`src/rtl/cla_nibble_seq_if.sv`:
```
// Request/response channel of the nibble-serial adder: operands in on the
// request side, result plus flags out on the response side.
interface cla_nibble_seq_if #(
    parameter int WIDTH = 16
) ();
    logic             req_valid;
    logic             req_ready;
    logic [WIDTH-1:0] a;
    logic [WIDTH-1:0] b;
    logic             cin;
    logic             sub;
    logic             rsp_valid;
    logic             rsp_ready;
    logic [WIDTH-1:0] sum;
    logic             cout;
    logic             ovf;

    modport master (
        output req_valid, a, b, cin, sub, rsp_ready,
        input  req_ready, rsp_valid, sum, cout, ovf
    );

    modport slave (
        input  req_valid, a, b, cin, sub, rsp_ready,
        output req_ready, rsp_valid, sum, cout, ovf
    );
endinterface

```
`src/rtl/cla_nibble_seq.sv`:
```
// WIDTH-bit add/subtract built from one 4-bit carry-lookahead slice that is
// reused once per nibble, LSB first, with the carry held between steps.
module cla_nibble_seq #(
    parameter int WIDTH = 16
) (
    input  logic               clk,
    input  logic               rst,
    cla_nibble_seq_if.slave    bus,
    output logic               busy
);
    localparam int NIB  = WIDTH / 4;
    localparam int IDXW = (NIB > 1) ? $clog2(NIB) : 1;

    typedef enum logic [1:0] {IDLE, RUN, DONE} state_t;

    state_t           state, state_nx;
    logic [WIDTH-1:0] a_r, b_r, sum_r;
    logic             carry, cout_r, ovf_r;
    logic [IDXW-1:0]  idx;

    logic [3:0] nib_a, nib_b, g, p, s;
    logic [4:0] c;
    logic       last;

    // Select the active nibble of each operand.
    always_comb begin
        nib_a = '0;
        nib_b = '0;
        for (int unsigned i = 0; i < NIB; i++) begin
            if (idx == IDXW'(i)) begin
                nib_a = a_r[4*i +: 4];
                nib_b = b_r[4*i +: 4];
            end
        end
    end

    always_comb begin
        g    = nib_a & nib_b;
        p    = nib_a ^ nib_b;
        c[0] = carry;
        c[1] = g[0] | (p[0] & c[0]);
        c[2] = g[1] | (p[1] & g[0]) | (p[1] & p[0] & c[0]);
        c[3] = g[2] | (p[2] & g[1]) | (p[2] & p[1] & g[0]) | (p[2] & p[1] & p[0] & c[0]);
        c[4] = g[3] | (p[3] & g[2]) | (p[3] & p[2] & g[1]) | (p[3] & p[2] & p[1] & g[0])
             | (p[3] & p[2] & p[1] & p[0] & c[0]);
        s    = p ^ c[3:0];
        last = (idx == IDXW'(NIB - 1));
    end

    always_comb begin
        state_nx = state;
        case (state)
            IDLE:    if (bus.req_valid) state_nx = RUN;
            RUN:     if (last)          state_nx = DONE;
            DONE:    if (bus.rsp_ready) state_nx = IDLE;
            default:                    state_nx = IDLE;
        endcase
    end

    always_ff @(posedge clk) begin
        if (rst) begin
            state  <= IDLE;
            a_r    <= '0;
            b_r    <= '0;
            sum_r  <= '0;
            carry  <= 1'b0;
            cout_r <= 1'b0;
            ovf_r  <= 1'b0;
            idx    <= '0;
        end else begin
            state <= state_nx;
            case (state)
                IDLE: begin
                    if (bus.req_valid) begin
                        a_r   <= bus.a;
                        b_r   <= bus.sub ? ~bus.b : bus.b;
                        carry <= bus.sub | bus.cin;
                        idx   <= '0;
                        sum_r <= '0;
                    end
                end
                RUN: begin
                    for (int unsigned i = 0; i < NIB; i++) begin
                        if (idx == IDXW'(i)) sum_r[4*i +: 4] <= s;
                    end
                    carry <= c[4];
                    idx   <= idx + 1'b1;
                    if (last) begin
                        cout_r <= c[4];
                        ovf_r  <= c[3] ^ c[4];
                    end
                end
                default: ;
            endcase
        end
    end

    assign bus.req_ready = (state == IDLE);
    assign bus.rsp_valid = (state == DONE);
    assign bus.sum       = sum_r;
    assign bus.cout      = cout_r;
    assign bus.ovf       = ovf_r;
    assign busy          = (state != IDLE);
endmodule

```
`src/flat_wrapper.sv`:
```
// flat-port wrapper written by rule: the top's interface ports become plain ports
module cla_nibble_seq_flat 
#(
    parameter int WIDTH = 16
)
  (clk, rst, busy, bus_req_valid, bus_a, bus_b, bus_cin, bus_sub, bus_rsp_ready, bus_req_ready, bus_rsp_valid, bus_sum, bus_cout, bus_ovf);
  cla_nibble_seq_if #(.WIDTH(WIDTH)) bus_i ();
  input  logic clk;
  input  logic rst;
  output logic busy;
  input wire logic [$bits(bus_i.req_valid)-1:0] bus_req_valid;
  input wire logic [$bits(bus_i.a)-1:0] bus_a;
  input wire logic [$bits(bus_i.b)-1:0] bus_b;
  input wire logic [$bits(bus_i.cin)-1:0] bus_cin;
  input wire logic [$bits(bus_i.sub)-1:0] bus_sub;
  input wire logic [$bits(bus_i.rsp_ready)-1:0] bus_rsp_ready;
  output wire logic [$bits(bus_i.req_ready)-1:0] bus_req_ready;
  output wire logic [$bits(bus_i.rsp_valid)-1:0] bus_rsp_valid;
  output wire logic [$bits(bus_i.sum)-1:0] bus_sum;
  output wire logic [$bits(bus_i.cout)-1:0] bus_cout;
  output wire logic [$bits(bus_i.ovf)-1:0] bus_ovf;
  assign bus_i.req_valid = bus_req_valid;
  assign bus_i.a = bus_a;
  assign bus_i.b = bus_b;
  assign bus_i.cin = bus_cin;
  assign bus_i.sub = bus_sub;
  assign bus_i.rsp_ready = bus_rsp_ready;
  assign bus_req_ready = bus_i.req_ready;
  assign bus_rsp_valid = bus_i.rsp_valid;
  assign bus_sum = bus_i.sum;
  assign bus_cout = bus_i.cout;
  assign bus_ovf = bus_i.ovf;
  cla_nibble_seq #(.WIDTH(WIDTH)) u_core (.clk(clk), .rst(rst), .bus(bus_i), .busy(busy));
endmodule
```
`config.mk`:
```
export PLATFORM = sky130hd
export DESIGN_NAME = cla_nibble_seq_flat
export DESIGN_NICKNAME = d
export VERILOG_FILES = /design/src/rtl/cla_nibble_seq_if.sv /design/src/rtl/cla_nibble_seq.sv /design/src/flat_wrapper.sv
export SDC_FILE = /design/constraint.sdc
export NUM_CORES = 1
export LEC_CHECK = 0
export ABC_AREA = 0
export BUFFER_PORTS_ARGS = -buffer_cell sky130_fd_sc_hd__clkbuf_2
export CAP_MARGIN = 20
export CORE_MARGIN = 2
export CORE_UTILIZATION = 40
export CTS_BUF_LIST = sky130_fd_sc_hd__clkbuf_16
export DETAILED_ROUTE_END_ITERATION = 6
export PLACE_DENSITY_LB_ADDON = 0.05
export SETUP_SLACK_MARGIN = 0.15
export SKIP_LAST_GASP = 1
export SLEW_MARGIN = 5
export SYNTH_ARGS = -nofsm -noshare
export SYNTH_HDL_FRONTEND = slang
export SYNTH_SLANG_ARGS = --single-unit
```
`constraint.sdc`:
```
create_clock -name clk -period 8 [get_ports clk]
set_clock_uncertainty 0.05 [all_clocks]
set_input_delay 1.6 -clock clk [delete_from_list [all_inputs] [get_ports clk]]
set_output_delay 1.6 -clock clk [all_outputs]
set_load 0.02 [all_outputs]
```
==> flow_metrics.tcl <==
set metrics [dict create \
    syn_nets 394 \
    tns_ns 0 \
    syn_inst 346 \
    instances_no_fill 482 \
    die_w_um 88.4 \
    cts_tree "done" \
    crit_buf_inv 1 \
    ioPinCount 59 \
    area_growth_pct 15.8 \
    rsz0062_at_grt "false" \
    final_nets 433 \
    root_buffer "clkbuf_16" \
    final_max_slew_viol_count 0 \
    wl_mm 6.08 \
    clk_latency_ns 0.29 \
    globalRouteTotalUtil_pct 16.5 \
    tightest_slew_ns 0.836 \
    timing.hold.ws_ns 0.408 \
    dpl_cell_area_um2 3110 \
    vdd_drop_max_mv 0.0988 \
    hpwl_mm 4.29 \
    combPwrFrac_pct 16.8 \
    path_cells "inv_1 -> ha_1 -> nor2b_1 -> a221oi_1 -> nor3_1 -> a21o_1 -> ha_1 -> a211oi_1 -> o21bai_2 -> mux2i_1 -> a211oi_1" \
    ys_seq_area_share_pct 38.7 \
    cts_buffer_depth 2 \
    rows 30 \
    final_cell_area_um2 3300 \
    cts_resized 0 \
    viasPerCell 4.97 \
    cts.hold.buffers_added 0 \
    port_buffers 58 \
    synth_area_per_cell_um2 8.23 \
    cp_slowest_stage_delay_ns 0.65 \
    fmaxAchievable_mhz 318 \
    grt_pass1_wl_mm 10.2 \
    switchingPower_uw 182 \
    yosys.cell_types.count 39 \
    path_class "reg -> reg" \
    h-tree-depth 2 \
    period_needed_ns 3.15 \
    wire_per_inst_um 12.6 \
    synth_seq_cells 55 \
    final_util_pct 48.3 \
    grt_pass1_vias 2196 \
    postCtsSetupRepairBufs 0 \
    drive_gt1_share_pct 20.7 \
    p_per_area_nw_per_um2 212 \
    die_area_um2 7810 \
    grt_overflow 0 \
    drt_first_pass_iters 5 \
    setup_viol 0 \
    yosys_warnings 0 \
    start_util_pct 41.7 \
    crit_family "compound AO/OA/AOI/OAI gates" \
    slew_headroom_pct 44.3 \
    clkTransAtPathRegs_ns 0.07 \
    drc 0 \
    cts.sinks 55 \
    num-fill-cells 725 \
    power_frac_seq_pct 42.9 \
    p_sw_share_pct 26.0 \
    postRouteAntennaNets 0 \
    worstHoldPathType "reg -> reg" \
    dp.cells 474 \
    grt_start_max_net_pins 64 \
    n_antenna_cell 0 \
    clkPwrFrac_pct 40.3 \
    grt_antenna_before_repair 0 \
    vias 2397 \
    cp_max_fo 24 \
    critical_path_arrival_ns 3.31 \
    cp_slowest_cell "ha_1" \
    crit_required_ns 8.16 \
    end_kind "flop" \
    crit_path_start_kind "flop" \
    maxCapViolCount 0 \
    p_int_uw 518 \
    hold_viol 0 \
    period_share_pct 39.3 \
    place.gp.congestion 0.763 \
    syn_area_um2 2850 \
    core_um2 6830 \
    first_iter_violations 83 \
    die_h_um 88.4 \
    status "completed" \
    leakage_nw 1.30 \
    cts_made_buffers 5 \
]
==> registers in the layout (all words and copies together) (netlist names) <==
register / flops
u_core.a_r: 16
u_core.b_r: 16
u_core.bus.cout: 1
u_core.bus.ovf: 1
u_core.bus.sum: 16
u_core.carry: 1
u_core.idx: 2
u_core.state: 2
==> power by group through the flow <==
stage               Sequential (mW)  Clock, mW  Combinational, mW
global placement              0.307          0              0.117
finish                        0.300      0.282              0.117
CTS                           0.300      0.288              0.119
floorplan                     0.308          0             0.0911
detailed placement            0.307          0              0.119
global route                  0.303      0.298              0.133
==> layer usage <==
metal | vias to the layer above | track usage (%) | share of wire (%)
li1 | 1274 | - | -
met1 | 1077 | 21.7 | 49
met2 | 41 | 27.4 | 47
met3 | 5 | 3.45 | 3.7
met4 | 0 | 4.55 | 1.0
met5 | - | 0 | 0
==> worst min-delay path: stages (launching register included) <==
cell     delay (ns)
dfxtp_1        0.31
nand2_1        0.05
a21oi_1        0.05
==> final cells by class <==
type / count / area [um^2] / area share, %
clock buffers: 5 / 125 / 3.79
clock inverters: 3 / 67.6 / 2.05
inverters: 4 / 15.0 / 0.455
multi-input cells: 258 / 1540 / 46.8
flip-flops and latches: 55 / 1100 / 33.4
well taps: 96 / 120 / 3.64
repair buffers: 61 / 325 / 9.86
==> cells in the mapped netlist <==
master,instances,area share (%)
a21oi_4,1,0.57
inv_2,1,0.13
buf_2,7,1.2
clkbuf_1,8,1.1
nor3b_2,1,0.44
a21oi_2,3,0.92
mux2i_1,2,0.70
a221oi_1,3,0.92
nor4b_1,1,0.31
a2bb2oi_1,4,1.2
clkbuf_2,1,0.18
inv_1,3,0.40
xor2_1,1,0.31
nand2_1,53,7.0
a21oi_1,38,6.7
xnor2_1,16,4.9
o21a_1,1,0.26
nor2b_1,8,1.8
nor3_1,3,0.53
buf_6,7,2.8
o21ai_0,10,1.8
o21bai_2,1,0.40
a21o_1,3,0.79
ha_1,9,4.0
nand3_1,13,2.3
o211ai_1,7,1.8
nand2b_1,4,0.88
nand3b_1,9,2.4
nand4_1,6,1.3
nand2_2,1,0.22
and3b_2,1,0.35
dfxtp_1,55,39
buf_4,6,1.6
a211oi_1,19,5.0
nor2_1,36,4.7
or2_2,1,0.22
fa_1,1,0.70
a311o_2,1,0.40
nor4_1,1,0.22
==> per-stage QoR <==
stage	power [mW]	worst slack (ns)
floorplan	0.399	5.40
global placement	0.424	4.70
detailed placement	0.426	4.84
CTS	0.708	4.82
global route	0.733	4.53
finish	0.700	4.85
==> logic make-up after synthesis <==
logic type | after synthesis | synth area share [%]
and+or+nand+nor | 138 | 22.6
AOI/OAI and AO/OA | 91 | 20.8
DFF | 55 | 38.7
buffers and inverters | 33 | 7.34
xor gates and xnor gates | 17 | 5.23
adders and majority gates | 10 | 4.66
muxes | 2 | 0.703
==> cells in the final DEF, fill, tap and decap left out, drive strengths merged, types with 3 or more instances in the layout <==
| cell | synthesis | routed |
|---|---|---|
| nand3 | 13 | 13 |
| a21o | 3 | 3 |
| nand2 | 54 | 54 |
| nor2b | 8 | 8 |
| o21ai | 10 | 10 |
| clkbuf | 9 | 63 |
| a221oi | 3 | 3 |
| xnor2 | 16 | 16 |
| nand4 | 6 | 6 |
| ha | 9 | 9 |
| nor3 | 3 | 3 |
| nand3b | 9 | 9 |
| a211oi | 19 | 19 |
| a2bb2oi | 4 | 4 |
| inv | 4 | 4 |
| a21oi | 42 | 42 |
| nand2b | 4 | 4 |
| dfxtp | 55 | 55 |
| o211ai | 7 | 7 |
| buf | 20 | 3 |
| nor2 | 36 | 36 |
==> path summary, 6_finish.rpt <==
kind                       from        endpoint  slack, ns  depth (start not counted)
setup / recovery  u_core.idx[1]  u_core.bus.ovf       4.85                         11
hold / removal    u_core.a_r[8]   u_core.a_r[8]       0.41                          2
setup reg to reg  u_core.idx[1]  u_core.bus.ovf       4.85                         11
hold reg to reg   u_core.a_r[8]   u_core.a_r[8]       0.41                          2
(Power assumes the default switching activity.)
